<file path="src/rtl/vmem_pkg.sv">
// vmem_pkg: shared state and command types for the vector memory stream unit
package vmem_pkg;
  localparam int VMEM_AW = 12;
  localparam int VMEM_LW = 8;
  typedef enum logic [1:0] {IDLE, LOAD, STORE, DONE} vmem_state_t;
  typedef struct packed {
    logic               store;
    logic [VMEM_AW-1:0] base;
    logic [VMEM_AW-1:0] stride;
    logic [VMEM_LW-1:0] len;
  } vmem_cmd_t;
endpackage

</file>
<file path="src/rtl/vmem_ret_fifo.sv">
// vmem_ret_fifo: load-return buffer with occupancy count and simultaneous push/pop
module vmem_ret_fifo #(
  parameter int DEPTH = 4,
  parameter int W = 32,
  parameter int CW = $clog2(DEPTH) + 1
) (
  input  logic          clk,
  input  logic          RESET,
  input  logic          push,
  input  logic [W-1:0]  pushData,
  input  logic          pop,
  output logic [W-1:0]  popData,
  output logic [CW-1:0] count
);
  localparam int AW = $clog2(DEPTH);
  logic [W-1:0] mem [DEPTH];
  logic [AW-1:0] wrPtr, rdPtr;
  assign popData = mem[rdPtr];
  always_ff @(posedge clk)
    if (push) mem[wrPtr] <= pushData;
  always_ff @(posedge clk or negedge RESET)
    if (!RESET) begin
      wrPtr <= '0;
      rdPtr <= '0;
      count <= '0;
    end else begin
      wrPtr <= push ? wrPtr + AW'(1) : wrPtr;
      rdPtr <= pop ? rdPtr + AW'(1) : rdPtr;
      count <= count + CW'(push) - CW'(pop);
    end
endmodule

</file>
<file path="src/rtl/vector_mem_stream_unit.sv">
// vector_mem_stream_unit: turns strided vector load/store commands into per-element memory traffic
module vector_mem_stream_unit
  import vmem_pkg::*;
#(
  parameter int memDepth = VMEM_AW,
  parameter int LEN_W = VMEM_LW,
  parameter int BUF_DEPTH = 4
) (
  input  logic                clk,
  input  logic                RESET,
  input  logic                cmd_valid,
  output logic                cmd_ready,
  input  logic                cmd_store,
  input  logic [memDepth-1:0] cmd_base,
  input  logic [memDepth-1:0] cmd_stride,
  input  logic [LEN_W-1:0]    cmd_len,
  input  logic                st_valid,
  output logic                st_ready,
  input  logic [31:0]         st_data,
  output logic                ld_valid,
  input  logic                ld_ready,
  output logic [31:0]         ld_data,
  output logic                ld_last,
  output logic                done,
  output logic [memDepth-1:0] mem_InAddress,
  output logic [31:0]         mem_DataIn,
  output logic                mem_WE,
  output logic [memDepth-1:0] mem_OutAddress,
  input  logic [31:0]         mem_DataOut
);
  localparam int CW = $clog2(BUF_DEPTH) + 1;
  vmem_state_t state;
  vmem_cmd_t cmdIn;
  logic [memDepth-1:0] addr, stride, outAddr;
  logic [LEN_W-1:0] len, issued, popped;
  logic [CW-1:0] occ;
  logic [31:0] head;
  logic inflight, issue, pop, wr;
  assign cmdIn = '{store: cmd_store, base: cmd_base, stride: cmd_stride, len: cmd_len};
  assign cmd_ready = state == IDLE;
  assign done = state == DONE;
  assign st_ready = state == STORE && issued < len;
  assign wr = st_valid && st_ready;
  assign mem_WE = wr;
  assign mem_InAddress = wr ? addr : '0;
  assign mem_DataIn = wr ? st_data : '0;
  // Occupancy is taken before this cycle's pop so a read can never overrun the buffer.
  assign issue = state == LOAD && issued < len && (32'(occ) + 32'(inflight)) < BUF_DEPTH;
  assign mem_OutAddress = issue ? addr : outAddr;
  assign ld_valid = state == LOAD && occ != '0;
  assign ld_data = ld_valid ? head : '0;
  assign ld_last = ld_valid && popped == len - LEN_W'(1);
  assign pop = ld_valid && ld_ready;
  vmem_ret_fifo #(.DEPTH(BUF_DEPTH), .W(32), .CW(CW)) retFifo (
    .clk(clk),
    .RESET(RESET),
    .push(inflight),
    .pushData(mem_DataOut),
    .pop(pop),
    .popData(head),
    .count(occ)
  );
  always_ff @(posedge clk or negedge RESET)
    if (!RESET) begin
      state <= IDLE;
      addr <= '0;
      stride <= '0;
      outAddr <= '0;
      len <= '0;
      issued <= '0;
      popped <= '0;
      inflight <= 1'b0;
    end else begin
      inflight <= issue;
      if (issue) outAddr <= addr;
      if (wr || issue) begin
        addr <= addr + stride;
        issued <= issued + LEN_W'(1);
      end
      if (pop) popped <= popped + LEN_W'(1);
      case (state)
        IDLE:
          if (cmd_valid) begin
            addr <= cmdIn.base;
            stride <= cmdIn.stride;
            len <= cmdIn.len;
            issued <= '0;
            popped <= '0;
            state <= cmdIn.len == '0 ? DONE : cmdIn.store ? STORE : LOAD;
          end
        STORE: if (wr && issued == len - LEN_W'(1)) state <= DONE;
        LOAD:  if (pop && popped == len - LEN_W'(1)) state <= DONE;
        default: state <= IDLE;
      endcase
    end
endmodule

</file>
<file path="config.mk">
export PLATFORM = sky130hd
export DESIGN_NAME = vector_mem_stream_unit
export DESIGN_NICKNAME = d
export VERILOG_FILES = /design/src/rtl/vmem_pkg.sv /design/src/rtl/vmem_ret_fifo.sv /design/src/rtl/vector_mem_stream_unit.sv
export SDC_FILE = /design/constraint.sdc
export NUM_CORES = 1
export LEC_CHECK = 0
export ABC_AREA = 1
export BUFFER_PORTS_ARGS = -buffer_cell sky130_fd_sc_hd__buf_2
export CORE_ASPECT_RATIO = 0.7
export CORE_UTILIZATION = 55
export DETAILED_ROUTE_END_ITERATION = 12
export HOLD_SLACK_MARGIN = 0.02
export PLACE_DENSITY = 0.83
export SLEW_MARGIN = 20
export SYNTH_ARGS = -nofsm -noshare
export SYNTH_HDL_FRONTEND = slang
export SYNTH_SLANG_ARGS = --single-unit
</file>
<file path="constraint.sdc">
create_clock -name clk -period 4.9 [get_ports clk]
set_input_delay 0.49 -clock clk [delete_from_list [all_inputs] [get_ports clk]]
set_output_delay 0.49 -clock clk [all_outputs]
set_load 0.05 [all_outputs]
</file>
==> results of run 1 <==
[cells in the mapped netlist, types with 6 or more instances]
cell type / instances
sky130_fd_sc_hd__xor2_1: 13
sky130_fd_sc_hd__dfrtp_1: 70
sky130_fd_sc_hd__nand2_1: 162
sky130_fd_sc_hd__inv_1: 114
sky130_fd_sc_hd__nor2_2: 6
sky130_fd_sc_hd__ha_1: 33
sky130_fd_sc_hd__clkbuf_1: 19
sky130_fd_sc_hd__nand4_1: 8
sky130_fd_sc_hd__nor2_1: 217
sky130_fd_sc_hd__o21ai_1: 8
sky130_fd_sc_hd__o21ai_0: 102
sky130_fd_sc_hd__nand3_1: 43
sky130_fd_sc_hd__a31oi_1: 7
sky130_fd_sc_hd__buf_1: 16
sky130_fd_sc_hd__a21oi_1: 57
sky130_fd_sc_hd__edfxtp_1: 128
[sequential cells by signal, indices dropped and copies added (netlist names)]
name	cells
retFifo.mem	128
addr	12
outAddr	12
stride	12
issued	8
len	8
popped	8
retFifo.count	3
retFifo.rdPtr	2
retFifo.wrPtr	2
state	2
inflight	1
[cells in the final DEF, fill, tap and decap left out, types with 2 or more instances in the layout]
master,count
sky130_fd_sc_hd__nor2_1,217
sky130_fd_sc_hd__buf_2,195
sky130_fd_sc_hd__nand2_1,161
sky130_fd_sc_hd__edfxtp_1,128
sky130_fd_sc_hd__inv_1,114
sky130_fd_sc_hd__o21ai_0,102
sky130_fd_sc_hd__dfrtp_1,69
sky130_fd_sc_hd__a21oi_1,57
sky130_fd_sc_hd__nand3_1,43
sky130_fd_sc_hd__ha_1,33
sky130_fd_sc_hd__clkbuf_16,17
sky130_fd_sc_hd__xor2_1,13
sky130_fd_sc_hd__buf_4,11
sky130_fd_sc_hd__o21ai_1,8
sky130_fd_sc_hd__nand4_1,8
sky130_fd_sc_hd__a31oi_1,7
sky130_fd_sc_hd__nor2_2,6
sky130_fd_sc_hd__inv_6,6
sky130_fd_sc_hd__inv_2,5
sky130_fd_sc_hd__nand2_2,5
sky130_fd_sc_hd__or2_2,5
sky130_fd_sc_hd__inv_8,5
sky130_fd_sc_hd__o22ai_1,3
sky130_fd_sc_hd__nand3b_1,3
sky130_fd_sc_hd__nand2_4,2
sky130_fd_sc_hd__o211ai_1,2
sky130_fd_sc_hd__nor3_1,2
sky130_fd_sc_hd__clkinv_1,2
sky130_fd_sc_hd__fa_1,2
[through the flow]
stage / power [mW] / cells
floorplan: 5.39 / 1048
global placement: 6.17 / 1445
detailed placement: 6.28 / 1445
CTS: 7.69 / 1477
global route: 8.21 / 1477
finish: 7.69 / 1478
[power by group]
group	internal, mW	total (mW)	switching [mW]	leakage, nW
clock network	0.728	1.39	0.661	0.286
logic	1.07	3.90	2.83	3.09
registers	2.16	2.40	0.235	2.03
total	3.96	7.69	3.72	5.41
[cells by family (layout without fill, tap and decap cells)]
family	after synthesis	count (layout)	synth area share, %
fa+ha+maj	35	35	4.69
compound gates	183	183	9.78
buf+inv	161	359	6.54
other cells	0	1	0
flops	198	198	57.9
xor+xnor	14	14	1.27
simple gates	457	457	19.8
[worst max-delay path, stage by stage, from the launching register on]
cell and delay, ns:
sky130_fd_sc_hd__dfrtp_1 0.46, sky130_fd_sc_hd__inv_1 0.11, sky130_fd_sc_hd__ha_1 0.32, sky130_fd_sc_hd__a21oi_1 0.13
sky130_fd_sc_hd__nand2_1 0.10, sky130_fd_sc_hd__nand2_2 0.10, sky130_fd_sc_hd__nand3_1 0.12, sky130_fd_sc_hd__nor2_2 0.17
sky130_fd_sc_hd__inv_2 0.31, sky130_fd_sc_hd__nor2_1 0.23, sky130_fd_sc_hd__buf_2 0.29
[area by class of cell]
cell class,instances,area share (%)
tap,231,2.53
timing repair buffer,206,9.27
inverter,121,3.98
sequential,198,49.0
clock inverter,14,1.33
multi-input combinational,689,30.1
antenna,1,0.0219
clock buffer,18,3.76
[routing by layer]
metal | track usage (%) | vias to the layer above | part of all wire, %
met4 | 6.16 | 0 | 0.63
met1 | 38.4 | 3611 | 48
met3 | 5.79 | 19 | 6.9
met2 | 39.1 | 268 | 45
met5 | 0 | - | 0
li1 | - | 3817 | -
[final timing paths]
path	slack, ns	to	cells after the start
hold reg to reg	0.49	stride[3]	2
setup / recovery	1.63	mem_InAddress[9]	10
max in group asynchronous	3.97	retFifo.rdPtr[0]	2
hold / removal	0.25	stride[4]	3
setup reg to reg	1.86	issued[7]	15
min in group asynchronous	0.27	addr[5]	2
==> qor.json, run 1 <==
{
  "irDropWorstVdd": {"value": 357, "unit": "µV"},
  "leakage_power_total": {"value": 5.41, "unit": "nW"},
  "die-height": {"value": 113, "unit": "µm"},
  "classification_of_the_worst_slack_hold_path": {"value": "input port to flip-flop"},
  "clkTransAtPathRegs": {"value": 0.08, "unit": "ns"},
  "final.setup_skew": {"value": 0.0127, "unit": "ns"},
  "power.density_cell_area": {"value": 673, "unit": "nW/µm²"},
  "nFillCells": {"value": 1352},
  "timing.final.hold_violations": {"value": 0},
  "synth_top_area_share": {"value": 39.8, "unit": "%"},
  "data_arrival_time_at_the_worst_slack_endpoint": {"value": 2.78, "unit": "ns"},
  "grt_start_max_net_pins": {"value": 71},
  "setup_repair_after_global_routing_missed_its_margin": {"value": "false"},
  "cts_buf_count": {"value": 17},
  "finalWirelength": {"value": 22700, "unit": "µm"},
  "timing_worst_slew_pin_value": {"value": 0.919, "unit": "ns"},
  "layout.nets": {"value": 1370},
  "finalCoreUtilization": {"value": 66.5, "unit": "%"},
  "dieWidth": {"value": 160, "unit": "µm"},
  "max-cap-violations": {"value": 0},
  "fp-row-count": {"value": 40},
  "slew_viol_final": {"value": 0},
  "detailroute.via_count": {"value": 7715},
  "setup_slack": {"value": 1.63, "unit": "ns"},
  "coreArea": {"value": 17200, "unit": "µm²"},
  "grt_first_pass_wirelength": {"value": 36600, "unit": "µm"},
  "crit_path_start_kind": {"value": "flip-flop"},
  "firstDrtPassIters": {"value": 5},
  "timing.final.setup_violations": {"value": 0},
  "drt-initial-drc-count": {"value": 702},
  "yosysSeqAreaShare": {"value": 57.9, "unit": "%"},
  "pre_cts_ws": {"value": 1.96, "unit": "ns"},
  "worstSetupStartpoint": {"value": "len[3]"},
  "initial_utilization": {"value": 56.3, "unit": "%"},
  "critPathMaxFanout": {"value": 45},
  "clock_tree.htree_level_count": {"value": 4},
  "drc": {"value": 0},
  "gr-total-overflow": {"value": 0},
  "design_area": {"value": 11400, "unit": "µm²"},
  "final_antenna_net_count": {"value": 0},
  "io_buffer_count": {"value": 195},
  "seqCellArea": {"value": 5600, "unit": "µm²"},
  "max-clock-path-buffers": {"value": 2},
  "grt_util_all_layers": {"value": 25.9, "unit": "%"},
  "cts_tree": {"value": "done"},
  "area_growth_from_synthesis_to_layout": {"value": 18.2, "unit": "%"},
  "synth_top_flop_cell": {"value": "sky130_fd_sc_hd__edfxtp_1"},
  "dp.final_hpwl": {"value": 14900, "unit": "µm"},
  "hold_path.startpoint": {"value": "cmd_stride[4]"},
  "synth_top_cells_by_area": {"value": "sky130_fd_sc_hd__edfxtp_1 (40%), sky130_fd_sc_hd__dfrtp_1 (18%), sky130_fd_sc_hd__nor2_1 (8.4%), sky130_fd_sc_hd__nand2_1 (6.3%), sky130_fd_sc_hd__o21ai_0 (5.3%)"},
  "route.detailed.wl_per_inst": {"value": 15.4, "unit": "µm"},
  "clk_latency": {"value": 0.43, "unit": "ns"},
  "yosys_warn_count": {"value": 0},
  "edff_count_synth": {"value": 128},
  "average_instance_area_after_synthesis": {"value": 9.21, "unit": "µm²"},
  "layout_cells_sized_above_1": {"value": 21.3, "unit": "%"},
  "vias_in_the_first_global_route": {"value": 7153},
  "setup.worst_path.class": {"value": "flip-flop to output pin"},
  "cts_resized": {"value": 0},
  "relSlewSlack": {"value": 38.8, "unit": "%"},
  "synth.ff_latch_count": {"value": 198},
  "setup-tns-final": {"value": 0, "unit": "ns"},
  "critical_path.endpoint_type": {"value": "output pin"},
  "cts.hold.buffers_added": {"value": 0},
  "final.period_utilization": {"value": 66.8, "unit": "%"},
  "multi_input_logic_area": {"value": 3430, "unit": "µm²"},
  "place_area": {"value": 10800, "unit": "µm²"},
  "cts_sinks": {"value": 198},
  "post_cts_buffers": {"value": 0},
  "synth_fp_nets": {"value": 1185},
  "max_freq": {"value": 306, "unit": "MHz"},
  "mapped_cell_area": {"value": 9660, "unit": "µm²"},
  "gp_congestion": {"value": 0.919},
  "timing.rr.start": {"value": "len[3]"},
  "die_footprint": {"value": 18100, "unit": "µm²"},
  "num_io_pins": {"value": 196},
  "synthesis.instances": {"value": 1048},
  "clk_tree_root_cell": {"value": "sky130_fd_sc_hd__clkbuf_16"},
  "initial_antenna_violation_count": {"value": 1},
  "required": {"value": 4.41, "unit": "ns"},
  "finalCriticalPeriod": {"value": 3.27, "unit": "ns"},
  "synth_async_sr_flop_share": {"value": 35.4, "unit": "%"},
  "run_status": {"value": "complete, no violations"},
  "avgViaCountPerCell": {"value": 5.22},
  "synth_cell_types": {"value": 39},
  "synth.largest_area_cell": {"value": "sky130_fd_sc_hd__edfxtp_1"},
  "timing.hold.ws": {"value": 0.249, "unit": "ns"}
}
No activity file was read; power rests on OpenSTA's default activity.
==> run 2, diff against run 1 <==
--- a/config.mk
+++ b/config.mk
@@ -5,7 +5,7 @@
 export SDC_FILE = /design/constraint.sdc
 export NUM_CORES = 1
 export LEC_CHECK = 0
-export ABC_AREA = 1
+export ABC_AREA = 0
 export BUFFER_PORTS_ARGS = -buffer_cell sky130_fd_sc_hd__buf_2
 export CORE_ASPECT_RATIO = 0.7
 export CORE_UTILIZATION = 55
==> constraint.sdc (replaced) <==
create_clock -name clk -period 3.4 [get_ports clk]
set_input_delay 0.34 -clock clk [delete_from_list [all_inputs] [get_ports clk]]
set_output_delay 0.34 -clock clk [all_outputs]
set_load 0.05 [all_outputs]
==> run 2 against run 1 <==
  * Worst hold slack lost 0.16 ns
  * Synthesized cell count decreased by 33%
  * Via count down 19%
  * Worst setup slack worse by 1.3 ns
  * Critical path depth unchanged
  * Wire length shrank 10%
  * Global-route usage shrank 1.5 points
  * Sequential share of layout area increased by 1.4 points
  * Critical endpoint is now mem_OutAddress[5]
==> qor.json, run 2 <==
{
  "final_common_cell": {"value": "sky130_fd_sc_hd__buf_2", "change": "was sky130_fd_sc_hd__nor2_1"},
  "clk_latency": {"value": 0.44, "unit": "ns", "change": "was 0.43 ns"},
  "initial_utilization": {"value": 56.5, "unit": "%", "change": "was 56.3%"},
  "clk_tree_root_cell": {"value": "sky130_fd_sc_hd__clkbuf_16", "change": "unchanged"},
  "sequentialPowerShare": {"value": 33.5, "unit": "%", "change": "was 31.2%"},
  "place_area": {"value": 10500, "unit": "µm²", "change": "was 10800 µm²"},
  "synth.largest_area_cell": {"value": "sky130_fd_sc_hd__edfxtp_1", "change": "unchanged"},
  "timing_worst_slew_pin_value": {"value": 0.802, "unit": "ns", "change": "was 0.919 ns"},
  "max-cap-violations": {"value": 0, "change": "unchanged"},
  "synth_async_sr_flop_share": {"value": 35.4, "unit": "%", "change": "unchanged"},
  "gp_congestion": {"value": 0.894, "change": "was 0.919"},
  "clkTransAtPathRegs": {"value": 0.07, "unit": "ns", "change": "was 0.08 ns"},
  "insertedDiodeCount": {"value": 0, "change": "was 1"},
  "reg2reg_slack": {"value": 0.66, "unit": "ns", "change": "was 1.86 ns"},
  "yosysSeqAreaShare": {"value": 60.4, "unit": "%", "change": "was 57.9%"},
  "post_synth_most_frequent_cells": {"value": "sky130_fd_sc_hd__edfxtp_1 (128), sky130_fd_sc_hd__nand2_1 (101), sky130_fd_sc_hd__dfrtp_1 (70)", "change": "was sky130_fd_sc_hd__nor2_1 (217), sky130_fd_sc_hd__nand2_1 (162), sky130_fd_sc_hd__edfxtp_1 (128)"},
  "detailroute.via_count": {"value": 6284, "change": "was 7715"},
  "cts_buf_count": {"value": 17, "change": "unchanged"},
  "pre_cts_ws": {"value": 0.735, "unit": "ns", "change": "was 1.96 ns"},
  "setup_slack": {"value": 0.292, "unit": "ns", "change": "was 1.63 ns"},
  "synth_top_flop_cell": {"value": "sky130_fd_sc_hd__edfxtp_1", "change": "unchanged"},
  "io_buffer_count": {"value": 195, "change": "unchanged"},
  "largest_register": {"value": "retFifo.mem", "change": "unchanged"},
  "whs_path_depth": {"value": 3, "change": "unchanged"},
  "slew_viol_final": {"value": 0, "change": "unchanged"},
  "data_arrival_time_at_the_worst_slack_endpoint": {"value": 2.77, "unit": "ns", "change": "was 2.78 ns"},
  "synth_top_cells_by_area": {"value": "sky130_fd_sc_hd__edfxtp_1 (41%), sky130_fd_sc_hd__dfrtp_1 (19%), sky130_fd_sc_hd__mux4_2 (7.8%), sky130_fd_sc_hd__ha_1 (4.5%), sky130_fd_sc_hd__nand2_1 (4.1%)", "change": "was sky130_fd_sc_hd__edfxtp_1 (40%), sky130_fd_sc_hd__dfrtp_1 (18%), sky130_fd_sc_hd__nor2_1 (8.4%), sky130_fd_sc_hd__nand2_1 (6.3%), sky130_fd_sc_hd__o21ai_0 (5.3%)"},
  "post_cts_buffers": {"value": 0, "change": "unchanged"},
  "drc": {"value": 0, "change": "unchanged"},
  "synth_top_area_share": {"value": 41.5, "unit": "%", "change": "was 39.8%"},
  "average_instance_area_after_synthesis": {"value": 13.1, "unit": "µm²", "change": "was 9.21 µm²"},
  "setup_repair_after_global_routing_missed_its_margin": {"value": "false", "change": "unchanged"},
  "finalWirelength": {"value": 20400, "unit": "µm", "change": "was 22700 µm"},
  "power.share.switching": {"value": 44.1, "unit": "%", "change": "was 48.4%"},
  "relSlewSlack": {"value": 46.4, "unit": "%", "change": "was 38.8%"},
  "required": {"value": 3.06, "unit": "ns", "change": "was 4.41 ns"},
  "area_growth_from_synthesis_to_layout": {"value": 19.9, "unit": "%", "change": "was 18.2%"},
  "classification_of_the_worst_slack_hold_path": {"value": "input port to flip-flop", "change": "unchanged"},
  "num_io_pins": {"value": 196, "change": "unchanged"},
  "final.period_utilization": {"value": 91.4, "unit": "%"},
  "timing.rr.end": {"value": "issued[5]", "change": "was issued[7]"},
  "route.detailed.wl_per_inst": {"value": 17.9, "unit": "µm", "change": "was 15.4 µm"},
  "synthesis.instances": {"value": 707, "change": "was 1048"},
  "clkPwrFrac": {"value": 19.3, "unit": "%", "change": "was 18.1%"},
  "drt-initial-drc-count": {"value": 567, "change": "was 702"},
  "setup-tns-final": {"value": 0, "unit": "ns", "change": "unchanged"},
  "coreArea": {"value": 16400, "unit": "µm²", "change": "was 17200 µm²"},
  "min_delay_worst_endpoint": {"value": "stride[3]", "change": "was stride[4]"},
  "power": {"value": 10.6, "unit": "mW", "change": "was 7.69 mW"},
  "crit_path_start_kind": {"value": "flip-flop", "change": "unchanged"},
  "edff_count_synth": {"value": 128, "change": "unchanged"},
  "grt_first_pass_wirelength": {"value": 31600, "unit": "µm", "change": "was 36600 µm"},
  "fp-row-count": {"value": 39, "change": "was 40"},
  "max-clock-path-buffers": {"value": 2, "change": "unchanged"},
  "p_sw": {"value": 4.68, "unit": "mW", "change": "was 3.72 mW"},
  "finalCoreUtilization": {"value": 67.7, "unit": "%", "change": "was 66.5%"},
  "run_status": {"value": "complete, no violations", "change": "unchanged"},
  "synth_fp_nets": {"value": 844, "change": "was 1185"},
  "yosys.cell_count.top_type": {"value": "sky130_fd_sc_hd__edfxtp_1", "change": "was sky130_fd_sc_hd__nor2_1"},
  "synth_cell_types": {"value": 50, "change": "was 39"},
  "final_cell_mix": {"value": "sky130_fd_sc_hd__buf_2 (195), sky130_fd_sc_hd__edfxtp_1 (128), sky130_fd_sc_hd__nand2_1 (101)", "change": "was sky130_fd_sc_hd__nor2_1 (217), sky130_fd_sc_hd__buf_2 (195), sky130_fd_sc_hd__nand2_1 (161)"},
  "leakage_power_total": {"value": 5.00, "unit": "nW", "change": "was 5.41 nW"},
  "layout.nets": {"value": 1036, "change": "was 1370"},
  "cts_sinks": {"value": 198, "change": "unchanged"},
  "timing.rr.start": {"value": "len[5]", "change": "was len[3]"},
  "final.setup_skew": {"value": 0.00916, "unit": "ns", "change": "was 0.0127 ns"},
  "reg2reg_depth": {"value": 11, "change": "was 15"},
  "yosys_warn_count": {"value": 0, "change": "unchanged"},
  "design_area": {"value": 11100, "unit": "µm²", "change": "was 11400 µm²"},
  "mapped_cell_area": {"value": 9260, "unit": "µm²", "change": "was 9660 µm²"},
  "vias_in_the_first_global_route": {"value": 5996, "change": "was 7153"},
  "die_footprint": {"value": 17400, "unit": "µm²", "change": "was 18100 µm²"},
  "layout_cells_sized_above_1": {"value": 31.3, "unit": "%", "change": "was 21.3%"},
  "critPathMaxFanout": {"value": 11, "change": "was 45"},
  "initial_antenna_violation_count": {"value": 0, "change": "was 1"},
  "firstDrtPassIters": {"value": 5, "change": "unchanged"},
  "grt_start_max_net_pins": {"value": 64, "change": "was 71"},
  "timing.final.setup_violations": {"value": 0, "change": "unchanged"},
  "setup.worst_path.class": {"value": "flip-flop to output pin", "change": "unchanged"},
  "clock_tree.htree_level_count": {"value": 4, "change": "unchanged"},
  "dieWidth": {"value": 157, "unit": "µm", "change": "was 160 µm"},
  "avgViaCountPerCell": {"value": 5.53, "change": "was 5.22"},
  "dp.final_hpwl": {"value": 13600, "unit": "µm", "change": "was 14900 µm"},
  "grt_util_all_layers": {"value": 24.4, "unit": "%", "change": "was 25.9%"},
  "finalCriticalPeriod": {"value": 3.11, "unit": "ns"},
  "power_frac_comb": {"value": 47.2, "unit": "%", "change": "was 50.8%"},
  "gr-total-overflow": {"value": 0, "change": "unchanged"},
  "hold_path.startpoint": {"value": "cmd_stride[3]", "change": "was cmd_stride[4]"},
  "cts_tree": {"value": "done", "change": "unchanged"},
  "synth.ff_latch_count": {"value": 198, "change": "unchanged"},
  "final_antenna_net_count": {"value": 0, "change": "unchanged"},
  "internal_power": {"value": 5.93, "unit": "mW", "change": "was 3.96 mW"},
  "largest_register_ffs": {"value": 128, "change": "unchanged"},
  "max_freq": {"value": 322, "unit": "MHz"},
  "critical_path.endpoint_type": {"value": "output pin", "change": "unchanged"},
  "irDropWorstVdd": {"value": 422, "unit": "µV", "change": "was 357 µV"},
  "timing.final.hold_violations": {"value": 0, "change": "unchanged"},
  "power.density_cell_area": {"value": 955, "unit": "nW/µm²", "change": "was 673 nW/µm²"},
  "die-height": {"value": 111, "unit": "µm", "change": "was 113 µm"}
}
## run 2: changes by cell type after synthesis, moves of 41 or more
cell,change
sky130_fd_sc_hd__o21ai_0,-78
sky130_fd_sc_hd__and3_1,+48
sky130_fd_sc_hd__nand2_1,-61
sky130_fd_sc_hd__nor2_1,-190
sky130_fd_sc_hd__and2_1,+41
sky130_fd_sc_hd__inv_1,-93
## run 2: repair_timing
| item | CTS | global route |
|---|---|---|
| hold buffers | 1 | 0 |
| gates resized for setup | 0 | 0 |
| endpoints found under the hold margin | 7 | 0 |
| endpoints found under the setup margin | 0 | 0 |
## run 2: how the worst max path moves through the flow
stage,from,end,slack (ns)
final,len[5],mem_OutAddress[5],0.29
after CTS,len[5],mem_OutAddress[5],0.31
after floorplan,len[5],mem_OutAddress[1],0.63
after global placement,len[0],state[1],0.77
after detailed placement,len[0],state[0],0.73
after global routing,len[5],mem_OutAddress[2],0.13
## run 2: per-stage QoR
step           std cells  hold WS, ns
2_1_floorplan        707       0.0444
3_3_place_gp        1104        0.199
3_5_place_dp        1104        0.198
4_1_cts             1137       0.0737
5_1_grt             1137       0.0757
6_report            1137       0.0851
## run 2: logic make-up after synthesis
group | share of synthesized area, %
buffers and inverters | 2.76
adders and majority gates | 4.89
and+or+nand+nor | 13.8
muxes | 9.02
DFF | 60.4
xor gates and xnor gates | 4.43
AOI/OAI and AO/OA | 4.69
## run 2: critical path, cell delays in order (launching register included)
cell and delay [ns]:
sky130_fd_sc_hd__dfrtp_1 0.42, sky130_fd_sc_hd__inv_1 0.10, sky130_fd_sc_hd__ha_1 0.30, sky130_fd_sc_hd__o21a_1 0.20
sky130_fd_sc_hd__o21a_1 0.18, sky130_fd_sc_hd__o22ai_2 0.17, sky130_fd_sc_hd__nand2_1 0.17, sky130_fd_sc_hd__inv_1 0.31
sky130_fd_sc_hd__nand2_1 0.11, sky130_fd_sc_hd__nand2_1 0.10, sky130_fd_sc_hd__buf_2 0.27
## run 2: power by group through the flow
stage          Clock (mW)  Combinational, mW  Sequential (mW)
3_5_place_dp            0               4.93             3.59
6_report             2.04               5.00             3.56
2_1_floorplan           0               3.95             3.40
3_3_place_gp            0               4.85             3.56
5_1_grt              2.17               5.40             3.61
4_1_cts              2.07               4.98             3.54
## run 2: final cells by class
type,instances,area (µm²)
Sequential cell,198,5600
Multi-Input combinational cell,450,3420
Timing Repair Buffer,211,1120
Clock inverter,14,176
Inverter,21,78.8
Clock buffer,18,429
Fill cell,1140,5290
Tap cell,225,282
## run 2: routing by layer
metal  vias up  share of wire (%)  global-route usage, %
met3        22                7.4                   5.65
li1       2930                  -                      -
met1      3064                 44                   34.5
met5         -                  0                      0
met2       268                 47                   38.3
met4         0                1.1                   6.28
